--- config.mk ---
export PLATFORM = sky130hd
export DESIGN_NAME = load_store_unit
export DESIGN_NICKNAME = d
export VERILOG_FILES = /design/src/rtl/load_store_unit.sv
export SDC_FILE = /design/constraint.sdc
export NUM_CORES = 1
export LEC_CHECK = 0
export CORE_ASPECT_RATIO = 0.5
export CORE_MARGIN = 4
export CORE_UTILIZATION = 45
export CTS_BUF_LIST = sky130_fd_sc_hd__clkbuf_4
export DETAILED_ROUTE_END_ITERATION = 8
export DONT_BUFFER_PORTS = 1
export PLACE_DENSITY = 0.68
export SLEW_MARGIN = 15
export SYNTH_ARGS = -nofsm -noshare
export SYNTH_HDL_FRONTEND = slang
export SYNTH_SLANG_ARGS = --single-unit
--- constraint.sdc ---
create_clock -name clk -period 4.3 [get_ports clk]
set_clock_uncertainty 0.2 [all_clocks]
set_input_delay 0.86 -clock clk [delete_from_list [all_inputs] [get_ports clk]]
set_output_delay 0.86 -clock clk [all_outputs]
set_load 0.05 [all_outputs]
--- src/rtl/load_store_unit.sv ---
// load_store_unit: RV32I memory-access stage driving a single-outstanding req/gnt/rvalid data bus.
// Latency: 3 cycles from accept to lsu_done_o minimum, plus 1 per gnt or rvalid wait cycle.
// Backpressure: lsu_stall_o holds upstream from accept until the done cycle; the bus request is held stable until gnt.
// Optional macro LSU_MISALIGN_TRAP_EN: misaligned halfword/word accesses finish in 1 cycle with lsu_misalign_o and no bus access.
module load_store_unit #(
  parameter int DATA_WIDTH = 32
) (
  input  logic                  clk,
  input  logic                  rst,
  input  logic                  lsu_valid_i,
  input  logic                  lsu_we_i,
  input  logic [2:0]            lsu_funct3_i,
  input  logic [DATA_WIDTH-1:0] lsu_addr_i,
  input  logic [DATA_WIDTH-1:0] lsu_wdata_i,
  output logic                  lsu_stall_o,
  output logic                  lsu_done_o,
  output logic [DATA_WIDTH-1:0] lsu_rdata_o,
  output logic                  lsu_misalign_o,
  output logic                  mem_req_o,
  output logic                  mem_we_o,
  output logic [DATA_WIDTH-1:0] mem_addr_o,
  output logic [DATA_WIDTH-1:0] mem_wdata_o,
  output logic [3:0]            mem_be_o,
  input  logic                  mem_gnt_i,
  input  logic                  mem_rvalid_i,
  input  logic [DATA_WIDTH-1:0] mem_rdata_i
);

  typedef enum logic [1:0] {
    S_IDLE = 2'd0,
    S_REQ  = 2'd1,
    S_RESP = 2'd2
  } state_e;

  typedef enum logic [1:0] {
    SZ_BYTE = 2'd0,
    SZ_HALF = 2'd1,
    SZ_WORD = 2'd2
  } size_e;

  // Access size from funct3; LBU/LHU codes are loads only, so a store with them falls back to word.
  function automatic size_e decode_size(input logic we, input logic [2:0] f3);
    size_e sz;
    case (f3)
      3'b000:  sz = SZ_BYTE;
      3'b001:  sz = SZ_HALF;
      3'b100:  sz = we ? SZ_WORD : SZ_BYTE;
      3'b101:  sz = we ? SZ_WORD : SZ_HALF;
      default: sz = SZ_WORD;
    endcase
    return sz;
  endfunction

  state_e                state_q, state_d;
  logic                  we_q, we_d;
  logic [2:0]            funct3_q, funct3_d;
  logic [1:0]            addr_lo_q, addr_lo_d;
  logic [DATA_WIDTH-1:0] mem_addr_q, mem_addr_d;
  logic [DATA_WIDTH-1:0] mem_wdata_q, mem_wdata_d;
  logic [3:0]            mem_be_q, mem_be_d;
  logic                  done_q, done_d;
  logic [DATA_WIDTH-1:0] rdata_q, rdata_d;

  size_e                 req_size;
  logic [3:0]            req_be;
  logic [DATA_WIDTH-1:0] req_wdata;
  logic                  accept;
  logic                  trap_now;

  logic [7:0]            byte_lane;
  logic [15:0]           half_lane;
  logic [DATA_WIDTH-1:0] load_data;

  // The done cycle still carries the retiring instruction, so lsu_valid_i is not a new request then.
  assign accept = (state_q == S_IDLE) && lsu_valid_i && !done_q;

  // Byte-lane steering and byte enables for the incoming request; loads use the same enable pattern.
  always_comb begin
    req_size  = decode_size(lsu_we_i, lsu_funct3_i);
    req_be    = 4'b1111;
    req_wdata = lsu_wdata_i;
    case (req_size)
      SZ_BYTE: begin
        req_be    = 4'b0001 << lsu_addr_i[1:0];
        req_wdata = {4{lsu_wdata_i[7:0]}};
      end
      SZ_HALF: begin
        req_be    = 4'b0011 << {lsu_addr_i[1], 1'b0};
        req_wdata = {2{lsu_wdata_i[15:0]}};
      end
      default: begin
        req_be    = 4'b1111;
        req_wdata = lsu_wdata_i;
      end
    endcase
  end

`ifdef LSU_MISALIGN_TRAP_EN
  logic misalign_q, misalign_d;
  logic req_misalign;

  // Halfword on an odd address or word not on a 4-byte boundary never reaches the bus.
  always_comb begin
    req_misalign = ((req_size == SZ_HALF) && lsu_addr_i[0]) ||
                   ((req_size == SZ_WORD) && (lsu_addr_i[1:0] != 2'b00));
  end

  assign trap_now       = accept && req_misalign;
  assign lsu_misalign_o = misalign_q;
`else
  // Misaligned low bits are simply dropped: halfwords use addr[1], words use the aligned word.
  assign trap_now       = 1'b0;
  assign lsu_misalign_o = 1'b0;
`endif

  // Extract the addressed lane from the response word and extend it per the latched funct3.
  always_comb begin
    case (addr_lo_q)
      2'd0:    byte_lane = mem_rdata_i[7:0];
      2'd1:    byte_lane = mem_rdata_i[15:8];
      2'd2:    byte_lane = mem_rdata_i[23:16];
      default: byte_lane = mem_rdata_i[31:24];
    endcase
    half_lane = addr_lo_q[1] ? mem_rdata_i[31:16] : mem_rdata_i[15:0];
    case (funct3_q)
      3'b000:  load_data = {{(DATA_WIDTH-8){byte_lane[7]}}, byte_lane};
      3'b100:  load_data = {{(DATA_WIDTH-8){1'b0}}, byte_lane};
      3'b001:  load_data = {{(DATA_WIDTH-16){half_lane[15]}}, half_lane};
      3'b101:  load_data = {{(DATA_WIDTH-16){1'b0}}, half_lane};
      default: load_data = mem_rdata_i;
    endcase
  end

  // Next-state logic: accept and latch in IDLE, wait for gnt in REQ, capture the response in RESP.
  always_comb begin
    state_d     = state_q;
    we_d        = we_q;
    funct3_d    = funct3_q;
    addr_lo_d   = addr_lo_q;
    mem_addr_d  = mem_addr_q;
    mem_wdata_d = mem_wdata_q;
    mem_be_d    = mem_be_q;
    done_d      = 1'b0;
    rdata_d     = rdata_q;
`ifdef LSU_MISALIGN_TRAP_EN
    misalign_d  = 1'b0;
`endif
    case (state_q)
      S_IDLE: begin
        if (trap_now) begin
          done_d     = 1'b1;
          rdata_d    = '0;
`ifdef LSU_MISALIGN_TRAP_EN
          misalign_d = 1'b1;
`endif
        end else if (accept) begin
          we_d        = lsu_we_i;
          funct3_d    = lsu_funct3_i;
          addr_lo_d   = lsu_addr_i[1:0];
          mem_addr_d  = {lsu_addr_i[DATA_WIDTH-1:2], 2'b00};
          mem_wdata_d = req_wdata;
          mem_be_d    = req_be;
          state_d     = S_REQ;
        end
      end
      S_REQ: begin
        // Any rvalid here belongs to nobody and is dropped.
        if (mem_gnt_i) begin
          state_d = S_RESP;
        end
      end
      S_RESP: begin
        if (mem_rvalid_i) begin
          rdata_d = we_q ? '0 : load_data;
          done_d  = 1'b1;
          state_d = S_IDLE;
        end
      end
      default: begin
        state_d = S_IDLE;
      end
    endcase
  end

  // State and datapath registers; reset abandons any access in flight.
  always_ff @(posedge clk) begin
    if (rst) begin
      state_q     <= S_IDLE;
      we_q        <= 1'b0;
      funct3_q    <= 3'b000;
      addr_lo_q   <= 2'b00;
      mem_addr_q  <= '0;
      mem_wdata_q <= '0;
      mem_be_q    <= 4'b0000;
      done_q      <= 1'b0;
      rdata_q     <= '0;
`ifdef LSU_MISALIGN_TRAP_EN
      misalign_q  <= 1'b0;
`endif
    end else begin
      state_q     <= state_d;
      we_q        <= we_d;
      funct3_q    <= funct3_d;
      addr_lo_q   <= addr_lo_d;
      mem_addr_q  <= mem_addr_d;
      mem_wdata_q <= mem_wdata_d;
      mem_be_q    <= mem_be_d;
      done_q      <= done_d;
      rdata_q     <= rdata_d;
`ifdef LSU_MISALIGN_TRAP_EN
      misalign_q  <= misalign_d;
`endif
    end
  end

  assign lsu_stall_o = (state_q != S_IDLE) || accept;
  assign lsu_done_o  = done_q;
  assign lsu_rdata_o = rdata_q;
  assign mem_req_o   = (state_q == S_REQ);
  assign mem_we_o    = we_q;
  assign mem_addr_o  = mem_addr_q;
  assign mem_wdata_o = mem_wdata_q;
  assign mem_be_o    = mem_be_q;

endmodule

==> results.yml <==
die:
  pin_count: 210
  die_area_mm2: 0.0119
  fp-row-count: 25
  core_area_mm2: 0.00967
  start_util_pct: 47.1
  die_h_um: 79.2
  die_w_um: 150
setup_path:
  r2r-end: "lsu_rdata_o[16]"
  crit_path_cell_trace: "o21ai_1"
  cpLargestDelayFamily: "compound AO/OA/AOI/OAI gates"
  crit_required_ns: 3.24
  slowest_delay_ns: 0.85
  crit_fanout: 4
  critPathKind: "reg -> out"
  endpoint_kind: "primary output"
  reg2reg_from: "addr_lo_q[1]"
  timing.critical_path.buf_inv: 0
  rrSetupSlack_ns: 1.83
  cp.arrival_ns: 1.83
  critPathLaunchType: "register"
  reg2regPathDepth: 4
  critPathSlowestCell: "o21ai_1"
finish:
  fin_util_pct: 49.0
  fin_cells: 645
  regArea_mm2: 0.00214
  fin_nets: 610
  multi_input_area_mm2: 0.00219
  fillers: 951
  syn2layout_area_growth_pct: 3.87
  drive_gt1_share_pct: 11.0
  antennaDiodeCount: 0
logic_synthesis:
  synthCells: 530
  syn_area_mm2: 0.00456
  synth_warnings: 0
  ys_ff_latch: 107
  synthFlopType: "dfxtp_1"
  syn_avg_cell_area_um2: 8.60
  synth-edff-count: 0
  post_synth_num_cell_types: 42
  ys_seq_area_share_pct: 47.0
  async_flop_share_pct: 0
placement:
  port_buffers: 0
  place_ws_ns: 1.51
  post-dp-hpwl_um: 8900
  dp.cells: 629
  globalplace.congestion: 0.774
clock_network:
  cts_hold_buf: 0
  clk_latency_ns: 0.44
  cts_setup_buffers: 0
  clk_path_buf_depth: 2
  numCtsBuffers: 9
  cts_sinks: 107
  htree_levels: 3
  ctsRootBufferMaster: "clkbuf_4"
  cts_resized: 0
  cts.clk_slew.worst_paths_ns: 0.16
  cts_tree: "built"
timing:
  setup_tns_ns: 0
  slew_headroom_pct: 30.4
  fmax_mhz: 346
  rsz0062_at_grt: "no"
  min_period_ns: 2.89
  setup_viol_count_final: 0
  setup_slack_ns: 1.41
  worst_pin_slew_ns: 1.04
  timing.final.crit_share_pct: 67.2
  hold_viol: 0
  slew_viol_final: 0
detailed_routing:
  drc_errors: 0
  vias: 3692
  final_antenna_net_count: 0
  first_pass_iters: 5
  drt_iter0_markers: 194
  via_per_inst: 5.72
  wirelength_um: 12700
  wl_per_cell_um: 19.6
global_route:
  grt_max_degree: 77
  grt_remaining_overflow: 0
  grt_pass1_vias: 3459
  antenna_found_initial: 0
  grt_pass1_wl_um: 19100
  grt_usage_pct: 20.3
status:
  status: "finished clean"
pwr:
  power_leakage_nw: 1.76
  p_per_area_mw_per_mm2: 426
  irDropWorstVdd_mv: 0.195
min_path:
  min_from: "rst"
  hold_end: "mem_addr_o[9]"
  hold_class: "in -> reg"
  min_delay_path_depth: 1
run:
  maxCapViolCount: 0
-- worst max-delay path by stage --
stage,cells after the start,end,slack (ns),from
detailed placement,4,lsu_rdata_o[20],1.51,rst
global route,1,lsu_stall_o,1.32,lsu_done_o
floorplan,2,lsu_stall_o,1.26,lsu_valid_i
global placement,4,lsu_rdata_o[28],1.53,rst
CTS,1,lsu_stall_o,1.38,lsu_done_o
finish,1,lsu_stall_o,1.41,lsu_done_o
-- cell usage after synthesis (8+ instances only) --
library cell | instances | area, um^2
nor2_1 | 35 | 131
mux2_2 | 10 | 113
o211ai_1 | 8 | 60.1
o21ai_0 | 10 | 50.1
a32o_1 | 8 | 80.1
mux2i_1 | 25 | 250
nand2_1 | 128 | 480
a211oi_1 | 16 | 120
a22oi_1 | 9 | 67.6
inv_1 | 13 | 48.8
dfxtp_1 | 107 | 2140
clkbuf_1 | 29 | 109
a221o_2 | 16 | 180
a21oi_1 | 57 | 285
-- layout by cell type, fill, tap and decap left out, types with 2 or more instances in the layout --
cell type   count
nand2_1       128
dfxtp_1       107
a21oi_1        56
nor2_1         35
mux2i_1        25
a221o_2        16
a211oi_1       16
inv_1          13
clkbuf_4       11
mux2_2         10
a22oi_1         9
o21ai_0         9
a32o_1          8
o211ai_1        8
nand3_1         7
nor3_1          7
a32oi_1         7
buf_4           6
conb_1          3
o21ai_1         2
nor2b_1         2
nor4b_2         2
a311oi_1        2
o22ai_1         2
clkinvlp_4      2
-- power breakdown --
part,switching (mW),internal (mW)
combinational,0.130,0.0841
sequential,0.240,1.05
clock,0.324,0.188
total,0.693,1.32
-- registers in the layout (all words and copies together), names as in the netlist --
signal and flops:
lsu_rdata_o 32, mem_wdata_o 32, mem_addr_o 30, mem_be_o 4, funct3_q 3, addr_lo_q 2
state_q 2, lsu_done_o 1, mem_we_o 1
-- layout make-up --
| class | count | area share, % |
|---|---|---|
| Tap cell | 135 | 3.57 |
| Clock inverter | 5 | 1.14 |
| Inverter | 13 | 1.03 |
| Multi-Input combinational cell | 368 | 46.3 |
| Timing Repair Buffer | 6 | 0.952 |
| Clock buffer | 11 | 1.74 |
| Sequential cell | 107 | 45.3 |
-- per-layer routing --
metal / vias to the layer above / track usage, % / wire length (um)
met2: 145 / 33.8 / 5960
met4: 0 / 4.56 / 40
met3: 2 / 9.75 / 1490
li1: 1807 / - / -
met1: 1738 / 23.9 / 5170
met5: - / 0 / 0
-- metrics by stage --
stage	total power [mW]	cell area, um^2	hold WS (ns)
global route	2.12	4730	0.190
CTS	2.04	4730	0.223
finish	2.02	4730	0.269
detailed placement	1.53	4600	0.313
global placement	1.52	4600	0.309
floorplan	1.49	4560	0.275
-- cell families (layout without fill, tap and decap cells) --
| family | Yosys count | in the layout | share of synthesized area, % |
|---|---|---|---|
| muxes | 35 | 35 | 7.96 |
| buffers and inverters | 57 | 35 | 5.41 |
| AOI/OAI and AO/OA | 140 | 140 | 21.8 |
| other | 1 | 3 | 0.0823 |
| and+or+nand+nor | 190 | 190 | 17.8 |
| DFF | 107 | 107 | 47.0 |
No activity file was read; power rests on OpenSTA's default activity.
